<file path="src/rtl/link_status_regs_pkg.sv">
// rtl/link_status_regs_pkg.sv - shared definitions for the per-channel link status register block
// Holds register word offsets, STATUS/CONTROL bit positions, the read FSM
// state encoding and the default unmapped-read value.
package link_status_regs_pkg;

  // Register word offsets
  localparam int OFF_STATUS    = 0;
  localparam int OFF_FRAME_ERR = 1;
  localparam int OFF_HARD_ERR  = 2;
  localparam int OFF_SOFT_ERR  = 3;
  localparam int OFF_CHAN_DOWN = 4;
  localparam int OFF_CONTROL   = 5;
  localparam int OFF_SCRATCH   = 6;

  // STATUS bit positions
  localparam int ST_CHANNEL_UP     = 0;
  localparam int ST_LANE_UP        = 1;
  localparam int ST_PLL_NOT_LOCKED = 2;
  localparam int ST_TX_RESETDONE   = 3;
  localparam int ST_RX_RESETDONE   = 4;
  localparam int ST_LINK_RESET     = 5;

  // CONTROL bit positions
  localparam int CTRL_CLR_BIT = 0;
  localparam int CTRL_RST_BIT = 1;
  localparam int CTRL_LB_LSB  = 2;
  localparam int CTRL_LB_MSB  = 4;

  localparam logic [31:0] UNMAPPED_VAL_DEFAULT = 32'hDEADBEEF;

  typedef enum logic [1:0] {
    RD_IDLE  = 2'd0,
    RD_LATCH = 2'd1,
    RD_ACK   = 2'd2
  } rd_state_t;

endpackage

</file>
<file path="src/rtl/link_status_regs_edge_sat_counter.sv">
// rtl/link_status_regs_edge_sat_counter.sv - rising-edge event counter that saturates at all-ones
// Ports: io_clk, io_clk_resetN (sync, active-low), clr (clear this cycle),
//        in (event level), count (WIDTH-bit saturating count).
module edge_sat_counter #(
  parameter int WIDTH = 16
) (
  input  logic             io_clk,
  input  logic             io_clk_resetN,
  input  logic             clr,
  input  logic             in,
  output logic [WIDTH-1:0] count
);

  logic             in_q;
  logic [WIDTH-1:0] base;

  // Clear takes priority, then a same-cycle edge counts on top of zero.
  always_comb begin
    base = clr ? '0 : count;
  end

  always_ff @(posedge io_clk) begin
    // in_q follows the input even in reset so a level held across reset
    // release is not mistaken for a fresh edge.
    in_q <= in;
    if (!io_clk_resetN) begin
      count <= '0;
    end else if (in && !in_q && (base != '1)) begin
      count <= base + 1'b1;
    end else begin
      count <= base;
    end
  end

endmodule

</file>
<file path="src/rtl/link_status_regs.sv">
// rtl/link_status_regs.sv - IPbus-side status/counter/control register responder for one Aurora channel
// Ports: io_clk / io_clk_resetN (sync, active-low); io_sel, io_sync, io_addr,
//        io_rd_en, io_wr_en, io_wr_data in; io_rd_data, io_rd_ack out;
//        Aurora error and status levels in; link_reset_req pulse and
//        loopback select out.
module link_status_regs
  import link_status_regs_pkg::*;
#(
  parameter int          CNT_WIDTH    = 16,
  parameter int          ADDR_BITS    = 4,
  parameter logic [31:0] UNMAPPED_VAL = UNMAPPED_VAL_DEFAULT,
  parameter logic [31:0] SCRATCH_INIT = 32'h0
) (
  input  logic        io_clk,
  input  logic        io_clk_resetN,
  input  logic        io_sel,
  input  logic        io_sync,
  input  logic [19:0] io_addr,
  input  logic        io_rd_en,
  input  logic        io_wr_en,
  input  logic [31:0] io_wr_data,
  output logic [31:0] io_rd_data,
  output logic        io_rd_ack,
  input  logic        frame_err,
  input  logic        hard_err,
  input  logic        soft_err,
  input  logic        channel_up,
  input  logic        lane_up,
  input  logic        pll_not_locked,
  input  logic        tx_resetdone,
  input  logic        rx_resetdone,
  input  logic        link_reset,
  output logic        link_reset_req,
  output logic [2:0]  loopback
);

  logic                 mapped;
  logic [ADDR_BITS-1:0] offset;
  logic                 wr_ctrl;
  logic                 wr_scratch;
  logic                 clr_cnt;
  logic                 chan_down;
  logic [CNT_WIDTH-1:0] frame_cnt, hard_cnt, soft_cnt, down_cnt;
  logic [31:0]          scratch;
  logic [31:0]          rd_mux;
  rd_state_t            state;
  logic                 io_sync_q;

  assign mapped     = (io_addr[19:ADDR_BITS] == '0);
  assign offset     = io_addr[ADDR_BITS-1:0];
  assign wr_ctrl    = io_sel && io_wr_en && mapped && (offset == ADDR_BITS'(OFF_CONTROL));
  assign wr_scratch = io_sel && io_wr_en && mapped && (offset == ADDR_BITS'(OFF_SCRATCH));
  // Clear is applied on the write edge itself so counters read zero the
  // cycle after the write, and an edge on that same edge still counts.
  assign clr_cnt    = wr_ctrl && io_wr_data[CTRL_CLR_BIT];
  // Counting rising edges of ~channel_up gives channel-down transitions.
  assign chan_down  = ~channel_up;

  edge_sat_counter #(.WIDTH(CNT_WIDTH)) u_frame_cnt (
    .io_clk(io_clk), .io_clk_resetN(io_clk_resetN), .clr(clr_cnt), .in(frame_err), .count(frame_cnt));
  edge_sat_counter #(.WIDTH(CNT_WIDTH)) u_hard_cnt (
    .io_clk(io_clk), .io_clk_resetN(io_clk_resetN), .clr(clr_cnt), .in(hard_err), .count(hard_cnt));
  edge_sat_counter #(.WIDTH(CNT_WIDTH)) u_soft_cnt (
    .io_clk(io_clk), .io_clk_resetN(io_clk_resetN), .clr(clr_cnt), .in(soft_err), .count(soft_cnt));
  edge_sat_counter #(.WIDTH(CNT_WIDTH)) u_down_cnt (
    .io_clk(io_clk), .io_clk_resetN(io_clk_resetN), .clr(clr_cnt), .in(chan_down), .count(down_cnt));

  always_comb begin
    rd_mux = UNMAPPED_VAL;
    if (mapped) begin
      case (offset)
        ADDR_BITS'(OFF_STATUS): begin
          rd_mux                    = '0;
          rd_mux[ST_CHANNEL_UP]     = channel_up;
          rd_mux[ST_LANE_UP]        = lane_up;
          rd_mux[ST_PLL_NOT_LOCKED] = pll_not_locked;
          rd_mux[ST_TX_RESETDONE]   = tx_resetdone;
          rd_mux[ST_RX_RESETDONE]   = rx_resetdone;
          rd_mux[ST_LINK_RESET]     = link_reset;
        end
        ADDR_BITS'(OFF_FRAME_ERR): rd_mux = 32'(frame_cnt);
        ADDR_BITS'(OFF_HARD_ERR):  rd_mux = 32'(hard_cnt);
        ADDR_BITS'(OFF_SOFT_ERR):  rd_mux = 32'(soft_cnt);
        ADDR_BITS'(OFF_CHAN_DOWN): rd_mux = 32'(down_cnt);
        ADDR_BITS'(OFF_CONTROL): begin
          // Self-clearing bits always read back as zero.
          rd_mux                            = '0;
          rd_mux[CTRL_LB_MSB:CTRL_LB_LSB]   = loopback;
        end
        ADDR_BITS'(OFF_SCRATCH):   rd_mux = scratch;
        default:                   rd_mux = UNMAPPED_VAL;
      endcase
    end
  end

  // Write side runs independently of the read FSM.
  always_ff @(posedge io_clk) begin
    if (!io_clk_resetN) begin
      link_reset_req <= 1'b0;
      loopback       <= 3'b000;
      scratch        <= SCRATCH_INIT;
    end else begin
      link_reset_req <= wr_ctrl && io_wr_data[CTRL_RST_BIT];
      if (wr_ctrl) begin
        loopback <= io_wr_data[CTRL_LB_MSB:CTRL_LB_LSB];
      end
      if (wr_scratch) begin
        scratch <= io_wr_data;
      end
    end
  end

  // Read FSM: one snapshot and one ack per io_sync rising edge.
  always_ff @(posedge io_clk) begin
    if (!io_clk_resetN) begin
      state      <= RD_IDLE;
      io_rd_ack  <= 1'b0;
      io_rd_data <= 32'h0;
      io_sync_q  <= 1'b0;
    end else begin
      io_sync_q <= io_sync;
      case (state)
        RD_IDLE: begin
          if (io_sync && !io_sync_q && io_rd_en && io_sel) begin
            state <= RD_LATCH;
          end
        end
        RD_LATCH: begin
          if (!io_sync) begin
            state <= RD_IDLE;
          end else begin
            io_rd_data <= rd_mux;
            io_rd_ack  <= 1'b1;
            state      <= RD_ACK;
          end
        end
        RD_ACK: begin
          if (!io_sync) begin
            io_rd_ack <= 1'b0;
            state     <= RD_IDLE;
          end
        end
        default: begin
          io_rd_ack <= 1'b0;
          state     <= RD_IDLE;
        end
      endcase
    end
  end

endmodule

</file>
<file path="config.mk">
export PLATFORM = sky130hd
export DESIGN_NAME = link_status_regs
export DESIGN_NICKNAME = d
export VERILOG_FILES = /design/src/rtl/link_status_regs_pkg.sv /design/src/rtl/link_status_regs_edge_sat_counter.sv /design/src/rtl/link_status_regs.sv
export SDC_FILE = /design/constraint.sdc
export NUM_CORES = 1
export LEC_CHECK = 0
export ABC_CLOCK_PERIOD_IN_PS = 3000
export BUFFER_PORTS_ARGS = -buffer_cell sky130_fd_sc_hd__buf_4
export CAP_MARGIN = 10
export CORE_UTILIZATION = 52
export CTS_CLUSTER_DIAMETER = 200
export DETAILED_ROUTE_END_ITERATION = 8
export MAX_ROUTING_LAYER = met4
export PLACE_DENSITY = 0.74
export RECOVER_POWER = 50
export SLEW_MARGIN = 15
export SYNTH_ARGS = -nofsm -noshare
export SYNTH_HDL_FRONTEND = slang
export SYNTH_HIERARCHICAL = 1
export SYNTH_SLANG_ARGS = --single-unit
export TNS_END_PERCENT = 5
</file>
<file path="constraint.sdc">
create_clock -name io_clk -period 3 [get_ports io_clk]
set_input_delay 0.15 -clock io_clk [delete_from_list [all_inputs] [get_ports io_clk]]
set_output_delay 0.15 -clock io_clk [all_outputs]
set_load 0.1 [all_outputs]
</file>
Word-level counts from Yosys, hierarchy flattened
Index checks and enable logic that the tools add are counted.

$add $sub $neg: 4. Equal/unequal tests: 15. Muxes and demuxes: 17. Bitwise operators: 2. Reduce and logical (&&, ||, !) cells: 28.

Operators with widths (number): $pmux 32 s7 (1); $mux 16 (8); $add 16x1->16 const B (4); $ne 16x16->1 const B (4); $mux 32 (1); $logic_and 1x1->1 (17); $logic_not 16->1 (1); $eq 4x3->1 const B (3); $eq 4x2->1 const B (2); $mux 2 (3); $ne 2x2->1 const B (3); $pmux 2 s3 (1); $logic_not 1->1 (5); $eq 4x1->1 const B (1); $logic_not 4->1 (1); $reduce_and 2->1 (2); $pmux 1 s3 (1); $reduce_and 3->1 (1); $eq 2x1->1 const B (1); $eq 2x2->1 const B (1); $logic_not 2->1 (1); $mux 1 (2); $not 1->1 (2).

Flip-flop bits (word level): 140. Input bits: 67. Output and inout bits: 37. Word-level logic and storage cells: 81.

Longest topological paths before layout
Word-level depth: 8. Mapped depth: 9. Gate-level depth less buffers: 7.

Hierarchy
Netlist, hierarchy kept.

Modules (own cells, without submodules): link_status_regs (instances 1, cells each 398, area each 3575.9 sq um, seq. area each 1441.4 sq um); edge_sat_counter (instances 4, cells each 99, area each 875.8 sq um, seq. area each 340.3 sq um).

Worst setup path before layout
OpenSTA, ideal clock, no wires.

Path type: input to register. Start: in io_addr[6]. End: reg u_down_cnt.count[9]. Library setup time: 0.131 ns. Arrival: 3.116 ns. Setup slack: -0.248 ns. Stages on the path: 8. Cell sequence: nor4_4 -> nand3_1 -> nor4_1 -> nand2b_1 -> nor3_4 -> buf_4 -> o311ai_0 -> a21oi_1.

Cells in the longest elaborated chain, start to end: 8. Elaborated cells on any way between the ends: 9. Classes of those cells: add/sub (1); eq/ne (1); mux (2); reduce/logical (5).

RTL lines: from (decl) (line link_status_regs.sv:18) `input logic [19:0] io_addr,`; $logic_not 16->1 (*) (line link_status_regs.sv:49) `assign mapped = (io_addr[19:ADDR_BITS] == '0);`; $logic_and 1x1->1 (*) (2 in a row) (line link_status_regs.sv:51) `assign wr_ctrl = io_sel && io_wr_en && mapped && (offset == ADDR_BITS'(OFF_CONTROL));`; $logic_and 1x1->1 (*) (line link_status_regs.sv:55) `assign clr_cnt = wr_ctrl && io_wr_data[CTRL_CLR_BIT];`; named net clr_cnt (line link_status_regs.sv:41) `logic clr_cnt;`; $mux 16 (*) (line link_status_regs_edge_sat_counter.sv:19) `base = clr ? '0 : count;`; parallel branches: the longest is 2 deep, another holds $add 16x1->16; $mux 16 (*) (line link_status_regs_edge_sat_counter.sv:28) `end else if (in && !in_q && (base != '1)) begin`; to (signal assigned) (line link_status_regs_edge_sat_counter.sv:29) `count <= base + 1'b1;`; to (signal assigned) (line link_status_regs_edge_sat_counter.sv:31) `count <= base;`; to (decl) (line link_status_regs_edge_sat_counter.sv:11) `output logic [WIDTH-1:0] count`.

Mark *: on every way through the listed nets, which the timed path passes. A chain may end at the register's enable or synchronous reset.

Worst setup path after layout
Start: in io_addr[6]. End: reg u_hard_cnt.count[13].

Cells in the longest elaborated chain, start to end: 8. Elaborated cells on any way between the ends: 9. Classes of those cells: add/sub (1); eq/ne (1); mux (2); reduce/logical (5).

RTL lines (line): $logic_not 16->1 (*) (link_status_regs.sv:49); $logic_and 1x1->1 (*) (2 in a row) (link_status_regs.sv:51); $logic_and 1x1->1 (*) (link_status_regs.sv:55); named net clr_cnt (link_status_regs.sv:41); $mux 16 (*) (link_status_regs_edge_sat_counter.sv:19); parallel branches: the longest is 2 deep, another holds $add 16x1->16; $mux 16 (*) (link_status_regs_edge_sat_counter.sv:28); to (signal assigned) (link_status_regs_edge_sat_counter.sv:29); to (signal assigned) (link_status_regs_edge_sat_counter.sv:31); to (decl) (link_status_regs_edge_sat_counter.sv:11).

Marked as above.

==> flow_summary.yaml <==
critical_path:
  cp_max_fo: 28
  crit_chain: "buf_4 > nor4_4 > nand3_1 > nor4_4 > buf_4 > nand2b_1 > o21ai_0 > or4_1 > a21oi_1"
  r2r-start: "state[0]"
  critPathRequiredTime_ns: 3.33
  reg2reg_to: "io_rd_data[1]"
  ff2ff_path_depth: 5
  cp-end-kind: "flop"
  r2r_slack_ns: 1.00
  criticalPathCategory: "in2reg"
  arrival_ns: 2.54
  cp_slowest_stage_delay_ns: 0.47
  slowest_stage: "nor4_4"
  cp-start-kind: "input port"
sta:
  fin_skew_ns: 0.006684
  finalCritPeriodShare_pct: 73.35
  fmax_ghz: 0.4544
  min_period_ns: 2.201
  hold_violations: 0
  setup_violations: 0
  max_slew.worst_pin.slew_ns: 1.225
  slew_headroom_pct: 18.68
  maxSlewViolCount: 0
  rsz0062_at_grt: "false"
  tns_ns: 0
hold_path:
  min_to: "scratch[20]"
  min_from: "io_wr_data[20]"
  min_path_type: "in2reg"
  hold_path_depth: 3
clock_network:
  ctsHtreeMaxLevel: 4
  clock-sinks: 140
  numCtsBuffers: 17
  cts_tree: "built"
  cts_resized: 0
  cts_root_buffer: "clkbuf_16"
  post_cts_buffers: 0
  path_clk_slew_ns: 0.06
  clk_latency_ns: 0.42
  clockBufferDepth: 2
power_and_ir_drop:
  p_clk_share_pct: 48.9
  p_seq_share_pct: 43.5
  p_int_w: 0.003344
  power_switching_w: 0.001067
  swShare_pct: 24.19
  static-leakage-power_nw: 2.920
  vdd_drop_max_mv: 0.3314
  power_frac_comb_pct: 7.7
  p_per_area_nw_per_um2: 513.7
yosys:
  ys_async_sr_fraction_pct: 0
  synth-edff-count: 0
  synth_cell_types: 67
  yosysSeqAreaShare_pct: 39.59
  yosysWarningCount: 6
  synth_area_per_cell_sq_um: 8.916
  ys_seq_elements: 140
  synth_flop_cell: "dfxtp_1"
  netlist_area_sq_um: 7079
  syn_inst: 794
  syn_nets: 861
global_route:
  antenna_found_initial: 1
  grt_pass1_vias: 6446
  overflow: 0
  met1_usage_pct: 37.91
  top_usage_layer: "met2"
  grt_max_degree: 59
  grt_usage_pct: 30.22
  use_met3_pct: 5.550
  use_met2_pct: 46.89
  grt_pass1_wl_mm: 32.82
final_layout:
  layout.nets: 971
  post-route-util_pct: 64.84
  nFillCells: 1116
  drive_above_1_share_pct: 14.18
  syn2layout_area_growth_pct: 21.30
route:
  via_count: 6931
  routedWlPerCell_um: 18.75
  dr.first_iter.drc_count: 760
  viasPerCell: 6.335
  drtPass1Iterations: 9
  drc: 0
  wirelength_mm: 20.51
  drtAntennaViolNets: 0
floorplanning:
  dieArea_sq_um: 14080
  die_height_um: 118.7
  start_util_pct: 53.46
  dieWidth_um: 118.7
  coreArea_sq_um: 13240
  io_pins: 104
  rows: 42
outcome:
  status: "finished clean"
placement:
  place.gp.congestion: 0.8793
  io_buffers: 103
  dp_hpwl_mm: 14.05
flow_run:
  maxCapViolCount: 0
## metrics by stage
| step | hold slack, ns | instance area, sq um | setup WS [ns] | std cells | total power, W |
|---|---|---|---|---|---|
| after floorplan | 0.1777 | 7086 | 0.3240 | 794 | 0.002130 |
| after global placement | 0.2703 | 7848 | 0.5127 | 1032 | 0.002257 |
| after detailed placement | 0.2706 | 7848 | 0.3881 | 1032 | 0.002266 |
| after CTS | 0.001286 | 8750 | 0.8161 | 1093 | 0.004433 |
| after global routing | 0.004624 | 8587 | 0.5941 | 1094 | 0.004546 |
| final | 0.01061 | 8587 | 0.7994 | 1094 | 0.004412 |
## critical path, delay by kind of cell
kind            cells  cell delay [ns]
simple gates        5             1.60
compound gates      2             0.33
buf+inv             2             0.45
## cell usage in the layout, fill, tap and decap left out, types with 15 or more instances in the layout
cell type | synthesis | routed
mux2i_1 | 43 | 43
buf_4 | 8 | 67
nor3_1 | 14 | 15
nand4_1 | 21 | 21
nand2b_1 | 16 | 16
inv_1 | 24 | 24
nand3_1 | 17 | 18
nand2_1 | 108 | 109
dfxtp_1 | 140 | 140
clkbuf_16 | 0 | 17
dlygate4sd3_1 | 0 | 29
a31oi_1 | 20 | 20
o31ai_1 | 16 | 16
a21oi_1 | 59 | 59
o21ai_0 | 36 | 36
clkbuf_1 | 22 | 40
## per-layer routing
metal  part of all wire [%]  routed length (um)
met5                      0                   0
met4                    3.2                 662
met3                    6.2                1272
met2                     47                9618
met1                     44                8960
## power groups by stage
stage          logic [W]  clock network, W  registers, W
6_report        0.000338           0.00216       0.00192
2_1_floorplan   0.000142                 0       0.00199
5_1_grt         0.000362           0.00226       0.00192
4_1_cts         0.000341           0.00218       0.00192
3_3_place_gp    0.000301                 0       0.00196
3_5_place_dp    0.000309                 0       0.00196
## layout make-up
cell class / count / area (sq um) / area share, %
diodes: 1 / 2.502 / 0.02914
flip-flops and latches: 140 / 2803 / 32.64
multi-input cells: 582 / 3896 / 45.37
inverters: 24 / 90.09 / 1.049
clock inverters: 11 / 131.4 / 1.530
repair buffers: 139 / 963.4 / 11.22
well taps: 176 / 220.2 / 2.564
clock buffers: 21 / 480.5 / 5.595
## what timing repair did
item                                    in CTS  in global routing
endpoints found under the setup margin       0                  0
hold buffers                                29                  0
hold endpoints to repair                    29                  0
## cell usage after synthesis, types with 16 or more instances
cell type	number	area (sq um)
mux2i_1	43	430.4
nand4_1	21	131.4
nand2b_1	16	100.1
inv_1	24	90.09
o31ai_1	16	120.1
nand3_1	17	85.08
clkbuf_1	22	82.58
a21oi_1	59	295.3
o21ai_0	36	180.2
a31oi_1	20	125.1
nand2_1	108	405.4
dfxtp_1	140	2803
## registers in the layout, summed over array words and instances (netlist names), 2 cells and up
register and cells:
io_rd_data 32, scratch 32, u_down_cnt/count 16, u_frame_cnt/count 16
u_hard_cnt/count 16, u_soft_cnt/count 16, loopback 3, state 2
## how the worst max path moves through the flow
| stage | from | end | slack (ns) | depth (start not counted) |
|---|---|---|---|---|
| after global routing | io_addr[6] | u_hard_cnt/count[13] | 0.59 | 9 |
| after global placement | io_addr[6] | u_down_cnt/count[3] | 0.51 | 9 |
| after CTS | io_addr[6] | u_hard_cnt/count[13] | 0.82 | 9 |
| after floorplan | io_addr[6] | u_down_cnt/count[9] | 0.32 | 8 |
| final | io_addr[6] | u_hard_cnt/count[13] | 0.80 | 9 |
| after detailed placement | io_addr[6] | u_hard_cnt/count[13] | 0.39 | 9 |
## kinds of logic after synthesis
logic type / count (synthesis) / share of synthesized area (%)
AND/OR/NAND/NOR: 297 / 25.49
AO/OA/AOI/OAI: 238 / 22.84
flip-flops: 140 / 39.59
buffers and inverters: 72 / 5.408
multiplexers: 46 / 6.557
XOR/XNOR: 1 / 0.1237
Note: power is estimated with default switching activity, not from simulation.
